<file path="src/rtl/alu_pkg.sv">
// Shared types for the ALU result stage: op and branch-condition encodings,
// the architectural flag layout, and the masked flag-update rule.
package alu_pkg;

    typedef enum logic [1:0] {
        ADD = 2'b00,
        SUB = 2'b01,
        AND = 2'b10,
        OR  = 2'b11
    } alu_op_e;

    typedef enum logic [2:0] {
        ALWAYS = 3'b000,
        EQ     = 3'b001,
        NE     = 3'b010,
        LT     = 3'b011,
        GE     = 3'b100,
        LTU    = 3'b101,
        GEU    = 3'b110,
        NEVER  = 3'b111
    } br_cond_e;

    typedef struct packed {
        logic z;
        logic c;
        logic s;
        logic v;
    } flags_t;

    // Logic ops leave C/V undefined at the ALU, so only arithmetic ops may load them.
    function automatic flags_t update_flags(input flags_t cur, input alu_op_e op,
                                            input logic z_in, input logic c_in,
                                            input logic s_in, input logic v_in);
        flags_t nxt;
        nxt   = cur;
        nxt.z = z_in;
        nxt.s = s_in;
        case (op)
            ADD, SUB: begin
                nxt.c = c_in;
                nxt.v = v_in;
            end
            default: begin
                nxt.c = cur.c;
                nxt.v = cur.v;
            end
        endcase
        return nxt;
    endfunction

endpackage

</file>
<file path="src/rtl/br_cond_eval.sv">
// Combinational branch-condition evaluator: flags plus condition code -> taken.
module br_cond_eval
    import alu_pkg::*;
(
    input  logic [3:0] flags,
    input  logic [2:0] cond,
    output logic       taken
);

    flags_t   flags_s;
    br_cond_e cond_s;

    assign flags_s = flags_t'(flags);
    assign cond_s  = br_cond_e'(cond);

    // Decode the condition; C is the borrow for unsigned compares after SUB.
    always_comb begin
        taken = 1'b0;
        case (cond_s)
            ALWAYS:  taken = 1'b1;
            EQ:      taken = flags_s.z;
            NE:      taken = ~flags_s.z;
            LT:      taken = flags_s.s ^ flags_s.v;
            GE:      taken = ~(flags_s.s ^ flags_s.v);
            LTU:     taken = flags_s.c;
            GEU:     taken = ~flags_s.c;
            NEVER:   taken = 1'b0;
            default: taken = 1'b0;
        endcase
    end

endmodule

</file>
<file path="src/rtl/alu_result_stage.sv">
// Registered stage after the ALU: single-entry result register with valid/ready,
// architectural flag register, and branch resolution with same-cycle flag forwarding.
module alu_result_stage
    import alu_pkg::*;
#(
    parameter int WIDTH = 8,
    parameter int TAG_W = 3
) (
    input  logic             clk,
    input  logic             rst_n,
    input  logic             in_valid,
    output logic             in_ready,
    input  logic [1:0]       alu_op,
    input  logic [WIDTH-1:0] alu_result,
    input  logic             zero_in,
    input  logic             carry_in,
    input  logic             sign_in,
    input  logic             ovf_in,
    input  logic             flag_we,
    input  logic [TAG_W-1:0] dest_in,
    output logic             out_valid,
    input  logic             out_ready,
    output logic [WIDTH-1:0] out_result,
    output logic [TAG_W-1:0] out_dest,
    output logic [3:0]       flags,
    input  logic             br_req,
    input  logic [2:0]       br_cond,
    output logic             br_valid,
    output logic             br_taken
);

    logic             out_valid_r;
    logic [WIDTH-1:0] out_result_r;
    logic [TAG_W-1:0] out_dest_r;
    flags_t           flags_r;
    logic             br_valid_r;
    logic             br_taken_r;

    logic             accept_s;
    flags_t           eff_flags_s;
    logic             cond_taken_s;

    assign in_ready = ~out_valid_r | out_ready;
    assign accept_s = in_valid & in_ready;

    // Effective flags: the value the flag register takes at the next edge.
    always_comb begin
        eff_flags_s = flags_r;
        if (accept_s && flag_we) begin
            eff_flags_s = update_flags(flags_r, alu_op_e'(alu_op),
                                       zero_in, carry_in, sign_in, ovf_in);
        end else begin
            eff_flags_s = flags_r;
        end
    end

    br_cond_eval u_br_cond_eval (
        .flags (eff_flags_s),
        .cond  (br_cond),
        .taken (cond_taken_s)
    );

    // Single-entry output register; drain and reload in one cycle keeps full throughput.
    always_ff @(posedge clk or negedge rst_n) begin
        if (!rst_n) begin
            out_valid_r  <= 1'b0;
            out_result_r <= {WIDTH{1'b0}};
            out_dest_r   <= {TAG_W{1'b0}};
        end else if (accept_s) begin
            out_valid_r  <= 1'b1;
            out_result_r <= alu_result;
            out_dest_r   <= dest_in;
        end else if (out_ready) begin
            out_valid_r  <= 1'b0;
        end
    end

    // Architectural flag register.
    always_ff @(posedge clk or negedge rst_n) begin
        if (!rst_n) begin
            flags_r <= flags_t'(4'b0000);
        end else begin
            flags_r <= eff_flags_s;
        end
    end

    // Branch result register; taken holds between requests.
    always_ff @(posedge clk or negedge rst_n) begin
        if (!rst_n) begin
            br_valid_r <= 1'b0;
            br_taken_r <= 1'b0;
        end else begin
            br_valid_r <= br_req;
            if (br_req) begin
                br_taken_r <= cond_taken_s;
            end
        end
    end

    assign out_valid  = out_valid_r;
    assign out_result = out_result_r;
    assign out_dest   = out_dest_r;
    assign flags      = flags_r;
    assign br_valid   = br_valid_r;
    assign br_taken   = br_taken_r;

endmodule

</file>
<file path="config.mk">
export PLATFORM = sky130hd
export DESIGN_NAME = alu_result_stage
export DESIGN_NICKNAME = d
export VERILOG_FILES = /design/src/rtl/alu_pkg.sv /design/src/rtl/br_cond_eval.sv /design/src/rtl/alu_result_stage.sv
export SDC_FILE = /design/constraint.sdc
export NUM_CORES = 1
export LEC_CHECK = 0
export BUFFER_PORTS_ARGS = -buffer_cell sky130_fd_sc_hd__buf_2
export CAP_MARGIN = 20
export CORE_ASPECT_RATIO = 0.9
export CORE_UTILIZATION = 49
export CTS_BUF_LIST = sky130_fd_sc_hd__clkbuf_2 sky130_fd_sc_hd__clkbuf_4 sky130_fd_sc_hd__clkbuf_8
export DETAILED_ROUTE_END_ITERATION = 16
export GPL_TIMING_DRIVEN = 0
export PLACE_DENSITY = 0.87
export REMOVE_ABC_BUFFERS = 1
export SETUP_SLACK_MARGIN = 0.2
export SYNTH_ARGS = -nofsm -noshare
export SYNTH_HDL_FRONTEND = slang
export SYNTH_SLANG_ARGS = --single-unit
</file>
<file path="constraint.sdc">
create_clock -name clk -period 4.4 [get_ports clk]
set_clock_uncertainty 0.1 [all_clocks]
set_input_delay 0.22 -clock clk [delete_from_list [all_inputs] [get_ports clk]]
set_output_delay 0.22 -clock clk [all_outputs]
set_load 0.02 [all_outputs]
</file>
==> flow_metrics.tcl, run 1 <==
set metrics [dict create \
    status "complete, no violations" \
    critical_path.startpoint "out_valid$_DFFE_PN0P_" \
    hold_start "alu_result[1]" \
    grt_pass1_vias 604 \
    post_cts.repair.setup_buffers 0 \
    cts_tree "yes" \
    wl_met1_um 660 \
    io_buffers 43 \
    setup_slack_ps 2690 \
    yosysSeqAreaShare_pct 54.1 \
    peakVddDrop_uv 241 \
    slowest_delay_ps 380 \
    hold_path.class "input pin to register" \
    regArea_um2 450 \
    utilization_pct 74.4 \
    antenna_left 0 \
    critical_path_buf_inv_count 0 \
    place.gp.congestion 0.795 \
    fillers 115 \
    r2r_setup_slack_ps 2690 \
    met2_length_um 833 \
    worstMarginPinSlew_ps 446 \
    rsz0062_at_grt "false" \
    synth_cell_types 26 \
    final_area_um2 1130 \
    dieArea_um2 1870 \
    num_antenna_cells 0 \
    cp.required_ps 4490 \
    syn_area_um2 832 \
    hold_slack_ps 62.0 \
    crit_fanout 5 \
    multi_input_area_um2 362 \
    relSlewSlack_pct 70.2 \
    cts_sinks 18 \
    synth_warnings 0 \
    synthCells 67 \
    layout-drive-gt1-share_pct 57.4 \
    async_flop_share_pct 100 \
    antenna_found_initial 0 \
    leakage_uw 0.000573 \
    path_cells "nor2b_4 > nor3_2 > mux2i_1 > o221ai_1 > a221oi_2" \
    first_pass_iters 4 \
    grt_pass1_wl_um 2480 \
    via_per_inst 4.91 \
    chipHeight_um 41.1 \
    fin_crit_ps 1710 \
    overflow 0 \
    hold_violations 0 \
    synth_edf_count 0 \
    wl_per_cell_um 11.6 \
    dpl_cell_area_um2 1070 \
    cap_violations 0 \
    worstPathArrival_ps 1810 \
    coreArea_um2 1510 \
    crit_path_top_delay_cell "dfrtp_1" \
    final_nets 142 \
    top_layer "met4" \
    cts_buffers 3 \
    syn2layout_area_growth_pct 35.3 \
    drt_iter0_drc 5 \
    ys_seq_elements 18 \
    root_buffer "clkbuf_4" \
    timing.fmax_ghz 0.584 \
    drc_errors 0 \
    grt_max_degree 19 \
    fin_crit_sh_pct 38.9 \
    postCtsHoldBufs 2 \
    cts_resized 0 \
    path_clk_slew_ps 100 \
    power_density_nw_per_um2 384 \
    cp_top_family "simple AND/OR/NAND/NOR gates" \
    critical_path_class "register to register" \
    ios 45 \
    tns_ps 0 \
    start_util_pct 55.0 \
    rows 13 \
    insertion_delay_ps 280 \
    setup_viol 0 \
    end_kind "register" \
    syn_area_per_cell_um2 12.4 \
    h-tree-depth 1 \
    drv_slew 0 \
    dp_worst_setup_slack_ps 2710 \
    reg2reg_from "out_valid$_DFFE_PN0P_" \
    track_usage_pct 19.3 \
    clockBufferDepth 2 \
    die_w_um 45.4 \
    wl_met3_um 83 \
    synth_ff_type "dfrtp_1" \
    start_kind "register" \
    routed_wl_um 1590 \
    hpwlAfterDp_um 1300 \
    via_count 672 \
]
routing by layer:
metal | GRT usage, % | vias to the layer above
li1 | - | 335
met1 | 23.1 | 317
met2 | 32.5 | 18
met3 | 5.73 | 2
met4 | 8.33 | 0
met5 | 0 | -
cells in the final DEF, fill, tap and decap left out, drive strengths merged:
cell / Yosys / final
mux2: 11 / 11
nor3: 2 / 2
and3b: 1 / 1
a31oi: 1 / 1
a21oi: 2 / 2
o221ai: 1 / 1
dfrtp: 18 / 18
mux2i: 2 / 2
a21boi: 1 / 1
and2: 1 / 1
clkbuf: 0 / 4
o31ai: 1 / 1
nor2b: 2 / 2
nand3: 5 / 5
inv: 4 / 4
o21ai: 3 / 3
buf: 1 / 43
nand2b: 2 / 2
xnor2: 1 / 1
a21bo: 1 / 1
nand2: 6 / 6
a221oi: 1 / 1
dlygate4sd3: 0 / 2
state kept, by name, indices dropped and copies added, names as in the netlist:
signal	flops
br_taken	1
br_valid	1
flags	4
out_dest	3
out_result	8
out_valid	1
layout make-up:
class	instances	area share (%)
multi-input cells	44	32.1
repair buffers	45	20.9
well taps	22	2.44
clock buffers	4	3.22
inverters	4	1.33
flip-flops and latches	18	40.0
cells in the mapped netlist, drive strengths merged, types with 2 or more instances:
| library cell | count | area share (%) |
|---|---|---|
| mux2i | 2 | 2.4 |
| o21ai | 3 | 1.8 |
| nor2b | 2 | 2.4 |
| inv | 4 | 1.8 |
| mux2 | 11 | 15 |
| a21oi | 2 | 1.2 |
| nor3 | 2 | 1.8 |
| nand3 | 5 | 3.0 |
| nand2 | 6 | 3.0 |
| nand2b | 2 | 1.5 |
| dfrtp | 18 | 54 |
cell families (layout without fill, tap and decap cells):
logic type,after synthesis,after routing,share of synthesized area (%)
muxes,13,13,17.3
buffers and inverters,5,53,2.40
and+or+nand+nor,19,19,13.5
xor gates and xnor gates,1,1,1.05
DFF,18,18,54.1
AOI/OAI and AO/OA,11,11,11.6
report_power, final:
group          total [uW]  internal [uW]  switching (uW)  leakage (uW)
Clock                98.5           50.3            48.2     0.0000210
Sequential            202            190            11.6      0.000211
Combinational         132           56.7            75.4      0.000341
Total                 432            297             135      0.000573
metrics by stage:
| step | cells | total power (uW) |
|---|---|---|
| after floorplan | 66 | 287 |
| after global placement | 131 | 333 |
| after detailed placement | 131 | 337 |
| after CTS | 137 | 439 |
| after global routing | 137 | 460 |
| final | 137 | 432 |
worst paths after layout:
| path | end | depth (start not counted) |
|---|---|---|
| setup / recovery | br_taken$_DFFE_PN0P_ | 5 |
| hold / removal | out_result[1]$_DFFE_PN0P_ | 2 |
| setup reg to reg | br_taken$_DFFE_PN0P_ | 5 |
| hold reg to reg | out_result[1]$_DFFE_PN0P_ | 1 |
| max in group asynchronous | out_dest[0]$_DFFE_PN0P_ | 2 |
| min in group asynchronous | out_dest[2]$_DFFE_PN0P_ | 2 |
(Power assumes the default switching activity.)
==> run 2: changes to the inputs <==
--- a/config.mk
+++ b/config.mk
@@ -8,11 +8,11 @@
 export BUFFER_PORTS_ARGS = -buffer_cell sky130_fd_sc_hd__buf_2
 export CAP_MARGIN = 20
 export CORE_ASPECT_RATIO = 0.9
-export CORE_UTILIZATION = 49
+export CORE_UTILIZATION = 45
 export CTS_BUF_LIST = sky130_fd_sc_hd__clkbuf_2 sky130_fd_sc_hd__clkbuf_4 sky130_fd_sc_hd__clkbuf_8
 export DETAILED_ROUTE_END_ITERATION = 16
 export GPL_TIMING_DRIVEN = 0
-export PLACE_DENSITY = 0.87
+export PLACE_DENSITY = 0.8
 export REMOVE_ABC_BUFFERS = 1
 export SETUP_SLACK_MARGIN = 0.2
 export SYNTH_ARGS = -nofsm -noshare
==> constraint.sdc (replaced) <==
create_clock -name clk -period 1.65 [get_ports clk]
set_clock_uncertainty 0.1 [all_clocks]
set_input_delay 0.0825 -clock clk [delete_from_list [all_inputs] [get_ports clk]]
set_output_delay 0.0825 -clock clk [all_outputs]
set_load 0.02 [all_outputs]
==> run 2 against run 1 <==
Against the previous run:
- clock-buffer cell count did not move
- setup slack got worse by 2600 ps
- final area rose by 17%
- via count rose by 12%
- critical path depth rose by 1
- wire length rose by 20%
- combinational power rose to 3.2 times the previous value
- worst hold slack got worse by 19 ps
- flip-flop and latch count did not move
- die area rose by 8.5%
- register-to-register slack got worse by 2600 ps
- highest routed layer unchanged
==> flow_metrics.tcl, run 2 (same netlist as run 1, synthesis figures left out) <==
set metrics [dict create \
    fillers 114 \
    via_count 751 \
    setup_viol 0 \
    fin_crit_sh_pct 95.8 \
    power_density_nw_per_um2 931 \
    rsz0062_at_grt "true" \
    layout-drive-gt1-share_pct 55.0 \
    drc_errors 0 \
    grt_max_degree 19 \
    start_util_pct 49.0 \
    timing.fmax_ghz 0.633 \
    internal-power_uw 840 \
    largest_reg_flops 8 \
    track_usage_pct 21.3 \
    overflow 0 \
    seq_power_share_pct 43.7 \
    root_buffer "clkbuf_4" \
    final_nets 158 \
    tns_ps 0 \
    place.gp.congestion 0.775 \
    fin_crit_ps 1580 \
    leakage_uw 0.000652 \
    drv_slew 0 \
    ios 45 \
    power.switching_uw 389 \
    num_antenna_cells 0 \
    sw_frac_of_total_pct 31.7 \
    layout_commonest_cell "buf_2" \
    antenna_found_initial 0 \
    hold_path.class "input pin to register" \
    cap_violations 0 \
    h-tree-depth 1 \
    worstPathArrival_ps 1680 \
    dieArea_um2 2030 \
    io_buffers 43 \
    grt_pass1_wl_um 3000 \
    relSlewSlack_pct 74.2 \
    power_frac_clock_pct 21.8 \
    drt_iter0_drc 14 \
    coreArea_um2 1700 \
    via_per_inst 4.85 \
    crit_path_top_delay_cell "dfrtp_1" \
    cts_tree "yes" \
    wl_per_cell_um 12.3 \
    grt_pass1_vias 698 \
    chipHeight_um 42.8 \
    worstMarginPinSlew_ps 387 \
    hold_violations 0 \
    routed_wl_um 1910 \
    crit_fanout 6 \
    critical_path_class "register to register" \
    dp_worst_setup_slack_ps -49.5 \
    start_kind "register" \
    slowest_delay_ps 350 \
    regArea_um2 450 \
    peakVddDrop_uv 792 \
    critical_path.startpoint "out_valid$_DFFE_PN0P_" \
    end_kind "register" \
    clockBufferDepth 2 \
    antenna_left 0 \
    cts_sinks 18 \
    cts_buffers 3 \
    die_w_um 47.3 \
    status "complete, no violations" \
    hpwlAfterDp_um 1280 \
    cp.required_ps 1750 \
    total_power_uw 1230 \
    final_cell_mix "buf_2, dfrtp_1, dlygate4sd3_1" \
    syn2layout_area_growth_pct 58.6 \
    rows 14 \
    path_cells "nor2b_4 > inv_2 > nand3_1 > nand2_2 > xnor2_2 > a221oi_2" \
    path_clk_slew_ps 100 \
    hold_start "sign_in" \
    reg2reg_from "out_valid$_DFFE_PN0P_" \
    first_pass_iters 4 \
    multi_input_area_um2 394 \
    setup_slack_ps 69.5 \
    insertion_delay_ps 290 \
    p_comb_share_pct 34.5 \
]
## run 2: area by class of cell
| class | count | area share [%] |
|---|---|---|
| inverter | 4 | 1.14 |
| multi-input combinational | 44 | 29.9 |
| clock buffer | 4 | 2.75 |
| tap | 24 | 2.27 |
| timing repair buffer | 61 | 29.9 |
| sequential | 18 | 34.1 |
## run 2: critical path, delay by kind of cell (launching register included)
kind,cells,cell delay (ps)
xor gates and xnor gates,1,150
buffers and inverters,1,130
DFF,1,350
and+or+nand+nor,3,490
AOI/OAI and AO/OA,1,260
## run 2: worst paths after layout
check,endpoint,slack (ps),cells after the start
setup reg to reg,br_taken$_DFFE_PN0P_,70,6
hold reg to reg,out_result[3]$_DFFE_PN0P_,410,1
min in group asynchronous,out_result[3]$_DFFE_PN0P_,160,2
hold / removal,flags[1]$_DFF_PN0_,40,3
setup / recovery,br_taken$_DFFE_PN0P_,70,6
max in group asynchronous,flags[1]$_DFF_PN0_,1020,2
## run 2: timing repair
| item | in CTS | in global routing |
|---|---|---|
| endpoints found under the hold margin | 33 | 0 |
| buffers inserted | 2 | 0 |
| setup endpoints to repair | 12 | 13 |
| pin swaps | 4 | 0 |
| hold buffers | 16 | 0 |
| resized for setup | 4 | 4 |
## run 2: stage by stage
step	cell area [um^2]	std cells	utilization (%)	hold WS, ps
2_1_floorplan	827	66	-	-313
3_3_place_gp	1070	133	63.1	-73.5
3_5_place_dp	1070	133	63.1	-68.1
4_1_cts	1310	155	76.8	18.5
5_1_grt	1320	155	77.7	31.8
6_report	1320	155	77.7	43.2
## run 2: layer usage
layer	track usage (%)	routed length, um	part of all wire, %	up-vias
met5	0	0	0	-
met4	10.3	31	1.6	0
met3	2.98	64	3.4	4
met2	36.7	1050	55	19
met1	24.9	755	40	361
li1	-	-	-	367
## run 2: power groups by stage
stage               Clock [uW]  Sequential (uW)  Combinational, uW
floorplan                    0              633                132
global placement             0              543                345
detailed placement           0              547                352
CTS                        283              537                411
global route               299              546                455
finish                     268              537                424
